## src/rtl/freq_meter_mc.sv

```systemverilog
`timescale 1ns/1ps
// freq_meter_mc: multi-channel reciprocal frequency meter.
// Scans the enabled Xsig channels round-robin. Each measurement opens on a
// rise of the selected channel, runs a GATE_CYC pre-gate, closes on the next
// rise, then divides CLK_FREQ*Nx by Ns with a one-bit-per-cycle restoring
// divider. Results leave over a valid/ready handshake.
//
// Ports
//   Clk, Rst       clock, synchronous active-high reset
//   Xsig           asynchronous signals under test
//   Ch_en          channel enable mask
//   Cont, Start    continuous scan / single-sweep start pulse
//   Busy           measurement, division or output pending
//   Res_valid/_ready  result handshake
//   Res_ch, Res_freq, Res_ovf, Res_timeout  result payload
//
// state   | meaning
// --------+------------------------------------------------------------
// S_IDLE  | waiting for Start or Cont with a non-empty enable mask
// S_ARM   | waiting for the opening rise of the selected channel
// S_GATE  | pre-gate running, Ns and Nx counting
// S_CLOSE | pre-gate expired, waiting for the closing rise
// S_DIV   | restoring division, one quotient bit per cycle
// S_OUT   | result presented, waiting for Res_ready
// S_NEXT  | advance pointer, decide ARM or IDLE
module freq_meter_mc #(
  parameter int          CH_NUM      = 4,
  parameter int unsigned CLK_FREQ    = 50000000,
  parameter int          GATE_CYC    = 50000000,
  parameter int          CNT_W       = 32,
  parameter int          RES_W       = 28,
  parameter int          TIMEOUT_CYC = 100000000,
  localparam int         CH_W        = (CH_NUM > 1) ? $clog2(CH_NUM) : 1
) (
  input  logic              Clk,
  input  logic              Rst,
  input  logic [CH_NUM-1:0] Xsig,
  input  logic [CH_NUM-1:0] Ch_en,
  input  logic              Cont,
  input  logic              Start,
  output logic              Busy,
  output logic              Res_valid,
  input  logic              Res_ready,
  output logic [CH_W-1:0]   Res_ch,
  output logic [RES_W-1:0]  Res_freq,
  output logic              Res_ovf,
  output logic              Res_timeout
);

  localparam int NUM_W = CNT_W + 32;
  localparam int DIV_W = $clog2(NUM_W + 1);
  localparam logic [31:0] GATE_LD = 32'(GATE_CYC - 1);
  localparam logic [31:0] TMO_LD  = 32'(TIMEOUT_CYC - 1);

  typedef enum logic [2:0] {
    S_IDLE, S_ARM, S_GATE, S_CLOSE, S_DIV, S_OUT, S_NEXT
  } state_t;

  state_t            state;
  logic [CH_W-1:0]   ptr;
  logic [CNT_W-1:0]  nx, ns;
  logic              sat;
  logic [31:0]       gate_cnt, tmo_cnt;
  logic [DIV_W-1:0]  div_cnt;
  logic [NUM_W-1:0]  div_q;
  logic [CNT_W-1:0]  div_rem;
  logic [CH_NUM-1:0] xs1, xs2, xs3, rise;

  // Start and stop edges share the synchroniser delay, so it cancels in Ns.
  always_ff @(posedge Clk) begin
    if (Rst) begin
      xs1 <= '0;
      xs2 <= '0;
      xs3 <= '0;
    end else begin
      xs1 <= Xsig;
      xs2 <= xs1;
      xs3 <= xs2;
    end
  end

  assign rise = xs2 & ~xs3;

  logic sel_rise;
  assign sel_rise = rise[ptr];

  // Saturating increments; a full counter holds and flags overflow.
  logic             nx_full, ns_full;
  logic [CNT_W-1:0] nx_inc, ns_inc;
  assign nx_full = &nx;
  assign ns_full = &ns;
  assign nx_inc  = nx_full ? nx : nx + CNT_W'(1);
  assign ns_inc  = ns_full ? ns : ns + CNT_W'(1);

  // Restoring divider step: dividend bits stream out of the top of div_q
  // while quotient bits shift in at the bottom.
  logic [CNT_W:0]   div_sh;
  logic             div_ge;
  logic [CNT_W-1:0] div_rem_n;
  logic [NUM_W-1:0] div_q_n;
  logic             q_big;
  assign div_sh    = {div_rem, div_q[NUM_W-1]};
  assign div_ge    = div_sh >= {1'b0, ns};
  assign div_rem_n = div_ge ? CNT_W'(div_sh - {1'b0, ns}) : div_sh[CNT_W-1:0];
  assign div_q_n   = {div_q[NUM_W-2:0], div_ge};
  assign q_big     = |div_q_n[NUM_W-1:RES_W];

  // Channel search: first enabled at or after ptr (IDLE), and first enabled
  // strictly after ptr (NEXT). Wrap means the scan went back to a channel
  // index not above the current one.
  logic [CH_W-1:0] first_ptr, next_ptr;
  logic            first_ok, next_ok, next_wrap;
  int              idx;

  always_comb begin
    first_ptr = ptr;
    first_ok  = 1'b0;
    next_ptr  = ptr;
    next_ok   = 1'b0;
    next_wrap = 1'b0;
    idx       = 0;
    for (int i = 0; i < CH_NUM; i++) begin
      idx = int'(ptr) + i;
      if (idx >= CH_NUM) idx = idx - CH_NUM;
      if (!first_ok && Ch_en[idx[CH_W-1:0]]) begin
        first_ok  = 1'b1;
        first_ptr = idx[CH_W-1:0];
      end
    end
    for (int i = 1; i <= CH_NUM; i++) begin
      idx = int'(ptr) + i;
      if (idx >= CH_NUM) idx = idx - CH_NUM;
      if (!next_ok && Ch_en[idx[CH_W-1:0]]) begin
        next_ok   = 1'b1;
        next_ptr  = idx[CH_W-1:0];
        next_wrap = (int'(ptr) + i) >= CH_NUM;
      end
    end
  end

  always_ff @(posedge Clk) begin
    if (Rst) begin
      state       <= S_IDLE;
      ptr         <= '0;
      nx          <= '0;
      ns          <= '0;
      sat         <= 1'b0;
      gate_cnt    <= '0;
      tmo_cnt     <= '0;
      div_cnt     <= '0;
      div_q       <= '0;
      div_rem     <= '0;
      Busy        <= 1'b0;
      Res_valid   <= 1'b0;
      Res_ch      <= '0;
      Res_freq    <= '0;
      Res_ovf     <= 1'b0;
      Res_timeout <= 1'b0;
    end else begin
      case (state)
        S_IDLE: begin
          if ((Start || Cont) && first_ok) begin
            ptr     <= first_ptr;
            state   <= S_ARM;
            Busy    <= 1'b1;
            tmo_cnt <= TMO_LD;
            nx      <= '0;
            ns      <= '0;
            sat     <= 1'b0;
          end
        end
        S_ARM: begin
          if (sel_rise) begin
            state    <= S_GATE;
            gate_cnt <= GATE_LD;
            nx       <= '0;
            ns       <= '0;
          end else if (tmo_cnt == '0) begin
            state       <= S_OUT;
            Res_valid   <= 1'b1;
            Res_ch      <= ptr;
            Res_freq    <= '0;
            Res_ovf     <= 1'b0;
            Res_timeout <= 1'b1;
          end else begin
            tmo_cnt <= tmo_cnt - 32'd1;
          end
        end
        S_GATE: begin
          ns <= ns_inc;
          if (ns_full) sat <= 1'b1;
          if (sel_rise) begin
            nx <= nx_inc;
            if (nx_full) sat <= 1'b1;
          end
          if (gate_cnt == '0) begin
            state   <= S_CLOSE;
            tmo_cnt <= TMO_LD;
          end else begin
            gate_cnt <= gate_cnt - 32'd1;
          end
        end
        S_CLOSE: begin
          ns <= ns_inc;
          if (ns_full) sat <= 1'b1;
          if (sel_rise) begin
            // Closing rise counts into Nx; numerator uses the counted value.
            nx      <= nx_inc;
            if (nx_full) sat <= 1'b1;
            state   <= S_DIV;
            div_q   <= NUM_W'(CLK_FREQ) * NUM_W'(nx_inc);
            div_rem <= '0;
            div_cnt <= DIV_W'(NUM_W - 1);
          end else if (tmo_cnt == '0) begin
            state       <= S_OUT;
            Res_valid   <= 1'b1;
            Res_ch      <= ptr;
            Res_freq    <= '0;
            Res_ovf     <= 1'b0;
            Res_timeout <= 1'b1;
          end else begin
            tmo_cnt <= tmo_cnt - 32'd1;
          end
        end
        S_DIV: begin
          div_q   <= div_q_n;
          div_rem <= div_rem_n;
          if (div_cnt == '0) begin
            state       <= S_OUT;
            Res_valid   <= 1'b1;
            Res_ch      <= ptr;
            Res_freq    <= (sat || q_big) ? '1 : div_q_n[RES_W-1:0];
            Res_ovf     <= sat || q_big;
            Res_timeout <= 1'b0;
          end else begin
            div_cnt <= div_cnt - DIV_W'(1);
          end
        end
        S_OUT: begin
          if (Res_ready) begin
            Res_valid <= 1'b0;
            state     <= S_NEXT;
          end
        end
        S_NEXT: begin
          if (next_ok) ptr <= next_ptr;
          if (!next_ok || (!Cont && next_wrap)) begin
            state <= S_IDLE;
            Busy  <= 1'b0;
          end else begin
            state   <= S_ARM;
            tmo_cnt <= TMO_LD;
            nx      <= '0;
            ns      <= '0;
            sat     <= 1'b0;
          end
        end
        default: state <= S_IDLE;
      endcase
    end
  end

endmodule

```

## config.mk

```make
export PLATFORM = sky130hd
export DESIGN_NAME = freq_meter_mc
export DESIGN_NICKNAME = d
export VERILOG_FILES = /design/src/rtl/freq_meter_mc.sv
export SDC_FILE = /design/constraint.sdc
export NUM_CORES = 2
export LEC_CHECK = 0
export BUFFER_PORTS_ARGS = -buffer_cell sky130_fd_sc_hd__buf_2
export CAP_MARGIN = 40
export CORE_MARGIN = 1
export CORE_UTILIZATION = 50
export DETAILED_ROUTE_END_ITERATION = 10
export PLACE_DENSITY_LB_ADDON = 0.08
export SYNTH_ARGS = -nofsm -noshare
export SYNTH_HDL_FRONTEND = slang
export SYNTH_SLANG_ARGS = --single-unit
```

## constraint.sdc

```tcl
create_clock -name Clk -period 8.7 [get_ports Clk]
set_input_delay 0.435 -clock Clk [delete_from_list [all_inputs] [get_ports Clk]]
set_output_delay 0.435 -clock Clk [all_outputs]
set_load 0.05 [all_outputs]
```

==> metrics.md <==
| Metric | Value |
|---|---|
| Outcome | finished clean |
| Worst EP required | 9.12 ns |
| Most common cell on crit path | fa_1 |
| Mapped Area | 26700 um2 |
| Post-synth EDFFs | 0 |
| Fillcell total | 4936 |
| Routability cong. | 0.937 |
| Post-synthesis simple-gate area fraction | 15.3% |
| Die X | 233 um |
| Drt via density | 5.65 |
| Die area | 54200 um2 |
| Final Skew | 0.0378 ns |
| Worst path slowest cell | or4b_4 |
| Layout cells sized above 1 | 8.90% |
| Commonest register cell after synthesis | dfxtp_1 |
| Largest net degree at the start of global routing | 95 |
| Initial antenna violation count | 1 |
| Multi-input logic area | 19000 um2 |
| Final critical-path share of the clock period | 97.3% |
| Detail Route Antenna Nets | 0 |
| Crit Path Max Fanout | 7 |
| Lkg Pwr | 0.0139 uW |
| Post-Synth Adder-Cell Area | 29.9% |
| Inserted Diodes | 0 |
| Seq cells post-synth | 283 |
| Storage cell area | 5670 um2 |
| Sw frac | 29.3% |
| Endpoints failing hold | 0 |
| Share of power burned in registers | 40.8% |
| Clock transition at the registers of the reported paths | 0.06 ns |
| Post-Syn Nets | 3602 |
| Post-synth top area share | 21.3% |
| Seq/Total Area, Yosys | 21.3% |
| Synth area leaders | dfxtp_1 21%, fa_1 18%, ha_1 11% |
| Pwr dens | 117 nW/um2 |
| Overall Power | 3430 uW |
| Post-synthesis area per instance | 8.59 um2 |
| Vias in the first global route | 21900 |
| Core Util, Final | 55.6% |
| Reg2reg end | div_q[43] |
| Clock sink total | 283 |
| Slew HR | 46.1% |
| Least-Margin Pin Slew | 0.808 ns |
| Hold Crit Class | primary input to flip-flop |
| Synth Area in Compound Gates | 15.8% |
| Reg2Reg Depth | 28 |
| Fin worst setup slack | 0.234 ns |
| Max-cap viol count | 0 |
| Finish-stage setup viols | 0 |
| CTS tree | yes |
| Logic gate share of total power | 15.2% |
| Clock power share | 43.9% |
| Most common cell in the netlist | inv_1 |
| Synth cell types | 90 |
| Multiplexer share of the synthesized area | 1.59% |
| Drt total wl | 73000 um |
| Crit path capture type | flip-flop |
| Pre-Repair DR Iteration Count | 7 |
| Average wire per cell in the routed design | 18.9 um |
| Final Net Count | 3644 |
| Boundary pin count | 47 |
| Port Buffers | 46 |
| Clk root buf | clkbuf_16 |
| Initial drt markers | 1412 |
| CTS buffer count | 35 |
| Slew Limit Fails | 0 |
| CP max stage delay | 0.63 ns |
| Ys Warns | 0 |
| Synth Area in XOR/XNOR | 8.38% |
| CP endpoint | div_q[43] |
| First-pass GRT wire length | 119000 um |
| Gr ovfl total | 0 |
| Remaining DRCs | 0 |
| Async SR Flop Fraction | 0% |
| Post-Syn Instances | 3104 |
| Area Growth Syn to Fin | 9.82% |
| H-tree levels | 2 |
| Most frequent cells after synthesis | 421 x inv_1, 283 x dfxtp_1, 248 x nor2_1 |
| R2R setup slack | 0.23 ns |
| Startpoint types | flip-flop |
| Pre-CTS WS | -0.0532 ns |
| F_max | 0.118 GHz |
| Height of the die | 233 um |
| Reg2Reg Launch Point | nx[28] |
| FP Rows | 84 |
| Largest vdd supply drop | 0.152 mV |
| CP Class | flip-flop to flip-flop |
| Gr usage total | 27.7% |
| Internal power | 2420 uW |
| Via count | 21800 |
| Initial Util | 50.6% |
| Clk Latency, worst-skew pair | 0.57 ns |
| Clock Path Buffers | 3 |
| Minimum clock period | 8.47 ns |
| Switching power of the nets | 1000 uW |
| Largest family of logic cells by synthesized area | adder cells |
| Final HPWL DP | 57800 um |
| CP Launch Point | nx[28] |
| Core Region | 52700 um2 |
| Synth area leader | dfxtp_1 |
| Critical Path AT | 8.89 ns |
==> what timing repair did <==
item,4_1_cts,5_1_grt
setup endpoints to repair,4,14
hold buffers,0,0
gates cloned,0,0
resized for setup,3,16
pin swaps,1,4
buffers inserted,0,5
==> worst max-delay path, delay by kind of cell, from the launching register on <==
family	cells	cell delay [ns]
compound gates	7	1.91
xor+xnor	3	0.81
fa+ha+maj	6	2.93
buf+inv	5	0.37
flops	1	0.41
simple gates	7	1.88
==> registers in the layout (all words and copies together), names as in the netlist <==
register     flops
Busy             1
Res_ch           2
Res_timeout      1
ns              32
xs3              4
Res_freq        28
tmo_cnt         32
nx              32
Res_valid        1
xs1              4
div_cnt          7
gate_cnt        32
ptr              2
div_rem         32
Res_ovf          1
state            3
xs2              4
div_q           64
sat              1
==> stage by stage <==
stage | instance area, um2 | setup TNS (ns) | cells | hold slack, ns
floorplan | 26700 | 0 | 3104 | 0.414
global placement | 27900 | -0.0303 | 3786 | 0.418
detailed placement | 28000 | -0.0798 | 3792 | 0.432
CTS | 29100 | 0 | 3853 | 0.0673
global route | 29300 | -0.0173 | 3858 | 0.0911
finish | 29300 | 0 | 3858 | 0.0855
==> cells in the final DEF, fill, tap and decap left out, types with 35 or more instances in the layout <==
cell	netlist	routed
nand3_1	60	60
nor3_1	57	57
clkbuf_16	0	35
a21o_1	65	65
a21oi_1	233	232
inv_1	421	421
dfxtp_1	283	281
buf_4	0	81
buf_2	10	45
xor2_1	73	73
nand2_1	240	240
fa_1	245	245
o21ai_0	102	100
nor2_1	248	244
ha_1	240	240
a22oi_1	56	56
nor4_1	36	35
xnor2_1	159	156
==> logic make-up (layout without fill, tap and decap cells) <==
group | count (synthesis) | in the layout
fa+ha+maj | 490 | 490
mux | 37 | 37
flops | 283 | 283
compound gates | 657 | 657
simple gates | 840 | 840
buf+inv | 554 | 620
xor+xnor | 243 | 243
==> routing by layer <==
layer	global-route usage, %	up-vias	share of wire [%]
met2	46.0	489	47
met3	2.90	100	4.2
li1	-	10600	-
met4	7.60	0	2.5
met5	0	-	0
met1	38.2	10600	46
==> cell type report <==
class / instances / area share (%)
Tap cell: 688 / 2.94
Multi-Input combinational cell: 2267 / 65.0
Inverter: 426 / 5.46
Sequential cell: 283 / 19.4
Clock inverter: 16 / 0.603
Clock buffer: 45 / 3.39
Timing Repair Buffer: 133 / 3.21
==> worst min-delay path by stage <==
| stage | slack [ns] | cells after the start | start | end |
|---|---|---|---|---|
| 3_5_place_dp | 0.43 | 1 | xs1[0] | xs2[0] |
| 4_1_cts | 0.07 | 2 | Xsig[2] | xs1[2] |
| 5_1_grt | 0.09 | 2 | Xsig[2] | xs1[2] |
| 3_3_place_gp | 0.42 | 1 | xs1[0] | xs2[0] |
| 2_1_floorplan | 0.41 | 1 | xs1[0] | xs2[0] |
| 6_report | 0.09 | 2 | Xsig[2] | xs1[2] |
==> power groups by stage <==
| stage | combinational [uW] | clock [uW] | sequential (uW) |
|---|---|---|---|
| floorplan | 412 | 0 | 1410 |
| global placement | 507 | 0 | 1420 |
| detailed placement | 516 | 0 | 1430 |
| CTS | 521 | 1540 | 1400 |
| global route | 576 | 1590 | 1410 |
| finish | 522 | 1510 | 1400 |
Note: power is estimated with default switching activity, not from simulation.
